$ cat src/rtl/mux_n_pipe.sv
// mux_n_pipe: N-way channel select into a 2-entry (head + skid) output FIFO.
// Ports:
//   clk, rst_n         clock, async active-low reset
//   in_data, sel       packed N x WIDTH channels and channel index
//   in_valid/in_ready  upstream handshake
//   out_data/out_valid/out_ready  downstream handshake (out_data = head)
//   flush, err_clr     sync discard of buffered beats, sync clear of sel_err
//   sel_err, occ       sticky out-of-range-sel flag, buffered beat count
module mux_n_pipe #(
    parameter int WIDTH = 32,
    parameter int N     = 4,
    parameter int SEL_W = (N > 1) ? $clog2(N) : 1
) (
    input  logic               clk,
    input  logic               rst_n,
    input  logic [N*WIDTH-1:0] in_data,
    input  logic [SEL_W-1:0]   sel,
    input  logic               in_valid,
    output logic               in_ready,
    output logic [WIDTH-1:0]   out_data,
    output logic               out_valid,
    input  logic               out_ready,
    input  logic               flush,
    input  logic               err_clr,
    output logic               sel_err,
    output logic [1:0]         occ
);

    typedef enum logic [1:0] {
        ST_EMPTY = 2'd0,
        ST_ONE   = 2'd1,
        ST_TWO   = 2'd2
    } state_t;

    localparam logic [31:0] N_U = 32'(N);

    state_t             r_state;
    state_t             w_state_nx;
    logic [WIDTH-1:0]   r_head;
    logic [WIDTH-1:0]   r_skid;
    logic [WIDTH-1:0]   w_head_nx;
    logic [WIDTH-1:0]   w_skid_nx;
    logic [WIDTH-1:0]   w_sel_data;
    logic [31:0]        w_sel_ext;
    logic               w_sel_oor;
    logic               w_accept;
    logic               w_fire;
    logic               r_sel_err;

    assign w_sel_ext = 32'(sel);
    assign w_sel_oor = (w_sel_ext >= N_U);

    // Out-of-range select matches no channel and yields zero.
    always_comb begin
        w_sel_data = '0;
        for (int k = 0; k < N; k++) begin
            if (w_sel_ext == 32'(k)) begin
                w_sel_data = in_data[k*WIDTH +: WIDTH];
            end
        end
    end

    // rst_n gating keeps in_ready low throughout reset.
    assign in_ready  = rst_n && (r_state != ST_TWO) && !flush;
    assign out_valid = (r_state != ST_EMPTY);
    assign out_data  = r_head;
    assign occ       = r_state;
    assign sel_err   = r_sel_err;

    assign w_accept = in_valid && in_ready;
    assign w_fire   = out_valid && out_ready;

    always_comb begin
        w_state_nx = r_state;
        w_head_nx  = r_head;
        w_skid_nx  = r_skid;
        if (flush) begin
            w_state_nx = ST_EMPTY;
        end else begin
            case (r_state)
                ST_EMPTY: begin
                    if (w_accept) begin
                        w_state_nx = ST_ONE;
                        w_head_nx  = w_sel_data;
                    end
                end
                ST_ONE: begin
                    if (w_accept && w_fire) begin
                        w_head_nx = w_sel_data;
                    end else if (w_accept) begin
                        w_state_nx = ST_TWO;
                        w_skid_nx  = w_sel_data;
                    end else if (w_fire) begin
                        w_state_nx = ST_EMPTY;
                    end
                end
                ST_TWO: begin
                    if (w_fire) begin
                        w_state_nx = ST_ONE;
                        w_head_nx  = r_skid;
                    end
                end
                default: begin
                    w_state_nx = ST_EMPTY;
                end
            endcase
        end
    end

    always_ff @(posedge clk or negedge rst_n) begin
        if (!rst_n) begin
            r_state <= ST_EMPTY;
            r_head  <= '0;
            r_skid  <= '0;
        end else begin
            r_state <= w_state_nx;
            r_head  <= w_head_nx;
            r_skid  <= w_skid_nx;
        end
    end

    // Set beats clear when both happen in one cycle.
    always_ff @(posedge clk or negedge rst_n) begin
        if (!rst_n) begin
            r_sel_err <= 1'b0;
        end else if (w_accept && w_sel_oor) begin
            r_sel_err <= 1'b1;
        end else if (err_clr) begin
            r_sel_err <= 1'b0;
        end
    end

endmodule

$ cat config.mk
export PLATFORM = sky130hd
export DESIGN_NAME = mux_n_pipe
export DESIGN_NICKNAME = d
export VERILOG_FILES = /design/src/rtl/mux_n_pipe.sv
export SDC_FILE = /design/constraint.sdc
export NUM_CORES = 1
export LEC_CHECK = 0
export ABC_AREA = 1
export ABC_CLOCK_PERIOD_IN_PS = 1600
export BUFFER_PORTS_ARGS = -buffer_cell sky130_fd_sc_hd__buf_2
export CORE_ASPECT_RATIO = 0.6
export CORE_MARGIN = 2
export CORE_UTILIZATION = 35
export CTS_CLUSTER_DIAMETER = 100
export DETAILED_ROUTE_END_ITERATION = 12
export GPL_TIMING_DRIVEN = 0
export MAX_ROUTING_LAYER = met4
export PLACE_DENSITY = 0.66
export SETUP_SLACK_MARGIN = 0.1
export SLEW_MARGIN = 20
export SYNTH_ARGS = -nofsm -noshare
export SYNTH_HDL_FRONTEND = slang
export SYNTH_SLANG_ARGS = --single-unit
$ cat constraint.sdc
create_clock -name clk -period 1.6 [get_ports clk]
set_input_delay 0.16 -clock clk [delete_from_list [all_inputs] [get_ports clk]]
set_output_delay 0.16 -clock clk [all_outputs]
set_load 0.01 [all_outputs]
==> results of run 1 <==
layout make-up:
type | instances | area, um^2
Fill cell | 1177 | 5339
Multi-Input combinational cell | 482 | 2315
Sequential cell | 66 | 1654
Timing Repair Buffer | 195 | 1172
Buffer | 38 | 290.3
Clock buffer | 13 | 270.3
Tap cell | 160 | 200.2
Inverter | 14 | 60.06
Clock inverter | 2 | 35.03
state kept, by name, indices dropped and copies added (netlist names):
signal,flops
occ,2
out_data,32
r_skid,32
cell families (layout without fill, tap and decap cells):
| family | count (synthesis) | after routing | share of synthesized area |
|---|---|---|---|
| AND/OR/NAND/NOR | 447 | 447 | 0.4814 |
| flip-flops | 66 | 66 | 0.4053 |
| buffers and inverters | 52 | 262 | 0.07062 |
| AO/OA/AOI/OAI | 34 | 34 | 0.04176 |
| other | 1 | 1 | 0.0009202 |
worst max path at each step:
| stage | slack (ns) | startpoint | cells after the start | endpoint |
|---|---|---|---|---|
| 5_1_grt | -0.008 | occ[1]$_DFFE_PN0P_ | 9 | r_skid[16]$_DFFE_PN0P_ |
| 6_report | 0.06 | occ[0]$_DFFE_PN0P_ | 8 | out_data[3]$_DFFE_PN0P_ |
| 3_5_place_dp | -0.40 | rst_n | 10 | r_skid[6]$_DFFE_PN0P_ |
| 2_1_floorplan | 0.12 | occ[1]$_DFFE_PN0P_ | 9 | r_skid[11]$_DFFE_PN0P_ |
| 3_3_place_gp | -1.16 | rst_n | 9 | r_skid[31]$_DFFE_PN0P_ |
| 4_1_cts | 0.08 | occ[1]$_DFFE_PN0P_ | 5 | in_ready |
report_power, final:
group / switching, uW / leakage (uW) / internal [uW]
Clock: 732 / 0.000152 / 1320
Combinational: 1300 / 0.00230 / 1040
Sequential: 385 / 0.000843 / 2320
Total: 2420 / 0.00329 / 4690
layer usage:
| layer | up-vias | GRT usage | wire length (um) |
|---|---|---|---|
| li1 | 2348 | - | - |
| met1 | 2278 | 0.3754 | 7587 |
| met2 | 200 | 0.4032 | 6803 |
| met3 | 19 | 0.06342 | 1561 |
| met4 | 0 | 0.07308 | 246 |
| met5 | - | - | 0 |
metrics by stage:
stage	util	setup TNS, ns
2_1_floorplan	-	0
3_3_place_gp	0.4518	-76.95
3_5_place_dp	0.4544	-24.63
4_1_cts	0.5097	0
5_1_grt	0.5290	-0.02419
6_report	0.5290	0
synth_stat cells, drive strengths merged:
cell,instances,share of area
nand3,130,0.16
nor3,1,0.0012
a21oi,1,0.0012
o21ai,33,0.041
buf,24,0.045
nand2,272,0.25
inv,14,0.013
clkbuf,14,0.013
nand4,2,0.0031
or2,32,0.049
dfrtp,66,0.41
conb,1,0.00092
nor2,10,0.014
repair_timing:
item | in CTS | in global routing
cloned | 4 | 1
setup buffers | 14 | 2
hold buffers | 4 | 0
resized for setup | 36 | 62
endpoints found under the hold margin | 39 | 0
pin swaps | 5 | 13
endpoints found under the setup margin | 64 | 63
worst max-delay path, stage by stage (launching register included):
cell     delay, ns
dfrtp_2       0.43
inv_4         0.07
nand2_4       0.11
nand3_2       0.13
o21ai_1       0.26
nand2_4       0.15
buf_6         0.17
nand2_1       0.07
nand2_1       0.05
==> flow_summary.ini, run 1 <==
[outcome]
status = finished, final reports clean

[synthesis]
synth.distinct_cells = 23
syn-cell-area_um2 = 4075
syn_inst = 600
synth_nets = 736
syn_avg_cell_area_um2 = 6.792
ys_ff_latch = 66
yosysWarnings = 0
yosysSeqAreaShare = 0.4053

[drt]
wl_per_cell_um = 16.70
drc = 0
wirelength_um = 16200
vias = 4845
viasPerCell = 4.995
ant_nets = 0
drt_iter0_drc = 293
drt-pass1-iter-count = 5

[timing]
drv_slew = 0
rsz0062_at_grt = true
slew_headroom = 0.4888
layout_setup_ws_ns = 0.06355
finClkSkew_ns = 0.005073
setup_viol = 0
hold_violations = 0
period_needed_ns = 1.536
finalCritPeriodShare = 0.9603
finalHoldWorstSlack_ns = 0.1558
fmax_ghz = 0.6509
worst_slew_pin_slew_ns = 0.7669

[setup_path]
crit_required_ns = 1.83
r2r_cells = 8
reg2reg_slack_ns = 0.06
crit_arrival_ns = 1.76
cp-start-kind = flip-flop
end_kind = flip-flop
crit_type = flip-flop to flip-flop
rr_startpoint = occ[0]$_DFFE_PN0P_
reg2reg_to = out_data[3]$_DFFE_PN0P_
cp_max_fo = 10

[clock_tree]
clkTransAtPathRegs_ns = 0.06
clock-root-buffer = clkbuf_16
cts_sinks = 66
numCtsBuffers = 9
htreeDepth = 3
cts_buffer_depth = 2
cts_tree = built
clkLatencyLatePin_ns = 0.33

[die]
dieArea_um2 = 12550
core_um2 = 11340
io_pins = 173
die_w_um = 143.3
initial_core_util = 0.3595
num_rows = 30
die_h_um = 87.58

[cells_and_area]
layout_commonest_cell = nand2_1
layout-drive-gt1-share = 0.3704
final_cell_mix = 231 x nand2_1, 174 x buf_2, 129 x nand3_1, 64 x dfrtp_1
final_area_um2 = 5997
insertedDiodeCount = 0
nNetsFinal = 942
area_growth_pct = 47.16
fin_cells = 970

[worst_hold_path]
hp-class = input pin to flip-flop
min_to = r_skid[13]$_DFFE_PN0P_
worstHoldPathCells = 4
min_from = in_data[109]

[placed_design]
globalplace.congestion = 0.8568
placed_cell_area_um2 = 5151
place_ws_ns = -0.4040
dpl.hpwl_um = 11470
io_buffers = 169
placed_cells = 930

[pwr]
max-vdd-ir-drop_mv = 0.7515
p_leak_uw = 0.003293
finalPower_uw = 7110
p_per_area_nw_per_um2 = 1186

[global_route]
grt_pass1_vias = 4518
grt_pass1_wl_um = 24320
overflow = 0
grt_max_degree = 28
antenna_found_initial = 0
grt_use_total = 0.2719

[run]
max_cap_violations = 0
(Power assumes the default switching activity.)
==> inputs of run 2 (changes only) <==
SETUP_SLACK_MARGIN = not set   (was 0.1)
==> flow_summary.ini, run 2 (synthesis gave the netlist of run 1 again) <==
[outcome]
status = finished, final reports clean

[clock_tree]
cts_tree = built
cts_sinks = 66
clock-root-buffer = clkbuf_16
cts_buffer_depth = 2
clkLatencyLatePin_ns = 0.33
numCtsBuffers = 9
htreeDepth = 3
clkTransAtPathRegs_ns = 0.06

[cells_and_area]
final.fill_count = 1200
layout-drive-gt1-share = 0.3133
layout_commonest_cell = nand2_1
area_growth_pct = 39.33
insertedDiodeCount = 0
final_cell_mix = 268 x nand2_1, 173 x buf_2, 129 x nand3_1, 64 x dfrtp_1, 32 x o21ai_0
fin_util = 0.5009
nNetsFinal = 930

[global_route]
grt_pass1_vias = 4411
antenna_found_initial = 0
grt_max_degree = 28
grt_pass1_wl_um = 23800
grt_use_total = 0.2655
overflow = 0

[drt]
vias = 4762
ant_nets = 0
wl_per_cell_um = 16.55
drt_iter0_drc = 332
viasPerCell = 4.971
drc = 0
drt-pass1-iter-count = 5
wirelength_um = 15850

[timing]
finalSetupTns_ns = 0
fmax_ghz = 0.6465
setup_viol = 0
finalCritPeriodShare = 0.9668
period_needed_ns = 1.547
layout_setup_ws_ns = 0.05320
worst_slew_pin_slew_ns = 0.7873
slew_headroom = 0.4752
finClkSkew_ns = 0.004788
rsz0062_at_grt = true
drv_slew = 0
hold_violations = 0

[die]
num_rows = 30
dieArea_um2 = 12550
core_um2 = 11340
die_h_um = 87.58
die_w_um = 143.3
io_pins = 173
initial_core_util = 0.3595

[worst_hold_path]
hp-class = input pin to flip-flop

[setup_path]
cp_max_fo = 10
crit_required_ns = 1.82
end_kind = flip-flop
crit_arrival_ns = 1.77
crit_type = flip-flop to flip-flop
cp-start-kind = flip-flop

[placed_design]
place_ws_ns = -0.4040
globalplace.congestion = 0.8568
dpl.hpwl_um = 11470
io_buffers = 169

[pwr]
max-vdd-ir-drop_mv = 0.7334
p_leak_uw = 0.003142
finalPower_uw = 6892
p_per_area_nw_per_um2 = 1214

[run]
max_cap_violations = 0
-- run 2: cell count changes in the layout (fill, tap and decap cells not counted), sizes merged --
cell	delta
buf	-12
-- run 2: what timing repair did --
action,4_1_cts,5_1_grt
hold buffers,4,0
setup endpoints to repair,62,61
setup buffers,3,4
pin swaps,2,4
endpoints found under the hold margin,39,0
gates resized for setup,9,24
cloned,1,2
-- run 2: final timing paths --
check                                         start                  endpoint  slack, ns  depth (start not counted)
setup / recovery                 occ[1]$_DFFE_PN0P_     r_skid[1]$_DFFE_PN0P_       0.05                          7
hold / removal                         in_data[114]    r_skid[18]$_DFFE_PN0P_       0.16                          4
setup reg to reg                 occ[1]$_DFFE_PN0P_     r_skid[1]$_DFFE_PN0P_       0.05                          7
hold reg to reg            out_data[28]$_DFFE_PN0P_  out_data[28]$_DFFE_PN0P_       0.47                          2
max in group asynchronous                     rst_n  out_data[25]$_DFFE_PN0P_       0.71                          2
min in group asynchronous                     rst_n   out_data[8]$_DFFE_PN0P_       0.45                          2
-- run 2: metrics by stage --
step | std cells | area (um^2) | hold slack, ns
after floorplan | 600 | 4075 | -0.1356
after global placement | 929 | 5121 | 0.4622
after detailed placement | 930 | 5151 | 0.03920
after CTS | 953 | 5590 | 0.1485
after global routing | 958 | 5678 | 0.1777
final | 958 | 5678 | 0.1554
-- run 2: per-layer routing --
metal / GRT usage / vias up / wire, um
met4: 0.07487 / 0 / 247
met5: - / - / 0
met2: 0.3867 / 209 / 6481
li1: - / 2329 / -
met3: 0.06288 / 17 / 1440
met1: 0.3703 / 2207 / 7685
-- run 2: critical path, stage by stage (launching register included) --
cell and delay (ns):
dfrtp_2 0.45, nor2_2 0.19, nand4_1 0.16, nor2_4 0.26
inv_4 0.09, buf_6 0.16, nand2_1 0.06, nand2_1 0.05
-- run 2: layout make-up --
class	instances	area, um^2	area share
flip-flops and latches	66	1654	0.2913
repair buffers	184	1042	0.1836
plain buffers	37	236.5	0.04165
inverters	14	60.06	0.01058
multi-input cells	482	2180	0.3839
clock buffers	13	270.3	0.04760
well taps	160	200.2	0.03526
clock inverters	2	35.03	0.006170
-- run 2: power by group --
| part | switching, uW | internal, uW | total (uW) |
|---|---|---|---|
| clock | 731 | 1320 | 2050 |
| sequential | 364 | 2320 | 2690 |
| combinational | 1220 | 926 | 2150 |
| total | 2320 | 4570 | 6890 |
==> inputs of run 3 (changes only) <==
==> constraint.sdc (replaced) <==
create_clock -name clk -period 1.6 [get_ports clk]
set_input_delay 0 -clock clk [delete_from_list [all_inputs] [get_ports clk]]
set_output_delay 0 -clock clk [all_outputs]
set_load 0.01 [all_outputs]
==> flow_summary.ini, run 3 (synthesis gave the netlist of run 1 again) <==
[timing]
finalHoldWorstSlack_ns = 0.002679
finalCritPeriodShare = 0.9685
worst_slew_pin_slew_ns = 0.8158
hold_violations = 0
setup_viol = 0
finClkSkew_ns = 0.004081
period_needed_ns = 1.550
rsz0062_at_grt = true
finalSetupTns_ns = 0
layout_setup_ws_ns = 0.05033
slew_headroom = 0.4543
fmax_ghz = 0.6453
drv_slew = 0

[clock_tree]
clkLatencyLatePin_ns = 0.33
cts_sinks = 66
cts_tree = built
cts_buffer_depth = 2
clkTransAtPathRegs_ns = 0.06
numCtsBuffers = 9
htreeDepth = 3
clock-root-buffer = clkbuf_16

[drt]
drc = 0
ant_nets = 0
vias = 4800
wl_per_cell_um = 16.41
wirelength_um = 15920
viasPerCell = 4.948
drt_iter0_drc = 299
drt-pass1-iter-count = 6

[setup_path]
cp-start-kind = flip-flop
crit_arrival_ns = 1.82
startpoint = occ[1]$_DFFE_PN0P_
crit_required_ns = 1.87
rr_startpoint = occ[1]$_DFFE_PN0P_
cp-endpoint = out_data[30]$_DFFE_PN0P_
crit_type = flip-flop to flip-flop
r2r_cells = 9
critPathBufInv = 2
reg2reg_to = out_data[30]$_DFFE_PN0P_
critical-path-top-delay-family = simple AND/OR/NAND/NOR gates
path_cells = nand2_4, nand3_2, nor2_2, nor2_2, nor2_4, buf_12, clkbuf_4, nand2_1, nand2_1
reg2reg_slack_ns = 0.05
critical-path-slowest-cell = dfrtp_2
cp_num_cells = 9
slowest_delay_ns = 0.46
cp_max_fo = 8
end_kind = flip-flop

[cells_and_area]
area_growth_pct = 41.51
fin_cells = 970
final_cell_mix = 268 x nand2_1, 173 x buf_2, 129 x nand3_1, 64 x dfrtp_1, 32 x o21ai_0
nNetsFinal = 942
insertedDiodeCount = 0
layout_commonest_cell = nand2_1
layout-drive-gt1-share = 0.3099

[placed_design]
dpl.hpwl_um = 11470
io_buffers = 169
globalplace.congestion = 0.8568
place_ws_ns = -0.2440
placed_cells = 930

[global_route]
grt_use_total = 0.2599
grt_pass1_wl_um = 23480
overflow = 0
grt_pass1_vias = 4407
antenna_found_initial = 0
grt_max_degree = 55

[die]
die_w_um = 143.3
dieArea_um2 = 12550
die_h_um = 87.58
num_rows = 30
initial_core_util = 0.3595
io_pins = 173
core_um2 = 11340

[pwr]
p_leak_uw = 0.003177
max-vdd-ir-drop_mv = 0.7343
p_per_area_nw_per_um2 = 1199

[run]
max_cap_violations = 0

[outcome]
status = finished, final reports clean

[worst_hold_path]
hp-class = input pin to flip-flop
[run 3: where the power goes]
group          switching, uW  internal, uW  leakage, uW  total [uW]
Combinational           1230           939      0.00218        2170
Clock                    738          1320     0.000152        2060
Sequential               365          2320     0.000843        2690
[run 3: final cells by class]
| cell class | instances | area, um^2 |
|---|---|---|
| Clock inverter | 2 | 35.03 |
| Buffer | 38 | 247.7 |
| Sequential cell | 66 | 1654 |
| Timing Repair Buffer | 195 | 1137 |
| Multi-Input combinational cell | 482 | 2163 |
| Clock buffer | 13 | 270.3 |
| Inverter | 14 | 58.81 |
| Tap cell | 160 | 200.2 |
| Fill cell | 1180 | 5569 |
[run 3: timing repair]
item	4_1_cts	5_1_grt
gates resized for setup	8	17
gates cloned	0	4
pin swaps	1	4
buffers inserted	1	8
hold buffers	9	3
endpoints found under the hold margin	75	66
setup endpoints to repair	44	61
[run 3: worst min-delay path by stage]
stage                                    to  cells after the start    startpoint  slack [ns]
floorplan                occ[0]$_DFFE_PN0P_                      0         rst_n       -0.30
finish               r_skid[12]$_DFFE_PN0P_                      4  in_data[108]       0.003
detailed placement  out_data[5]$_DFFE_PN0P_                      1         rst_n       -0.12
CTS                 out_data[5]$_DFFE_PN0P_                      1         rst_n       -0.48
global placement                   in_ready                      3         flush        0.31
global route         r_skid[12]$_DFFE_PN0P_                      4  in_data[108]        0.02
[run 3: through the flow]
| stage | area, um^2 | utilization | total power, uW |
|---|---|---|---|
| 6_report | 5767 | 0.5087 | 6916 |
| 3_3_place_gp | 5121 | 0.4518 | 4697 |
| 5_1_grt | 5767 | 0.5087 | 7335 |
| 4_1_cts | 5573 | 0.4916 | 6831 |
| 2_1_floorplan | 4075 | - | 3806 |
| 3_5_place_dp | 5151 | 0.4544 | 4736 |
[run 3: tightest hold or removal path: stages]
cell and delay [ns]:
buf_2 0.07, or2_2 0.10, nand3_1 0.07, nand2_1 0.05
[run 3: metal layers]
metal	global-route usage	vias to the layer above	part of all wire
met5	-	-	0
met4	0.07843	0	0.016
met3	0.06178	17	0.099
met2	0.3784	213	0.40
met1	0.3604	2226	0.48
li1	-	2344	-
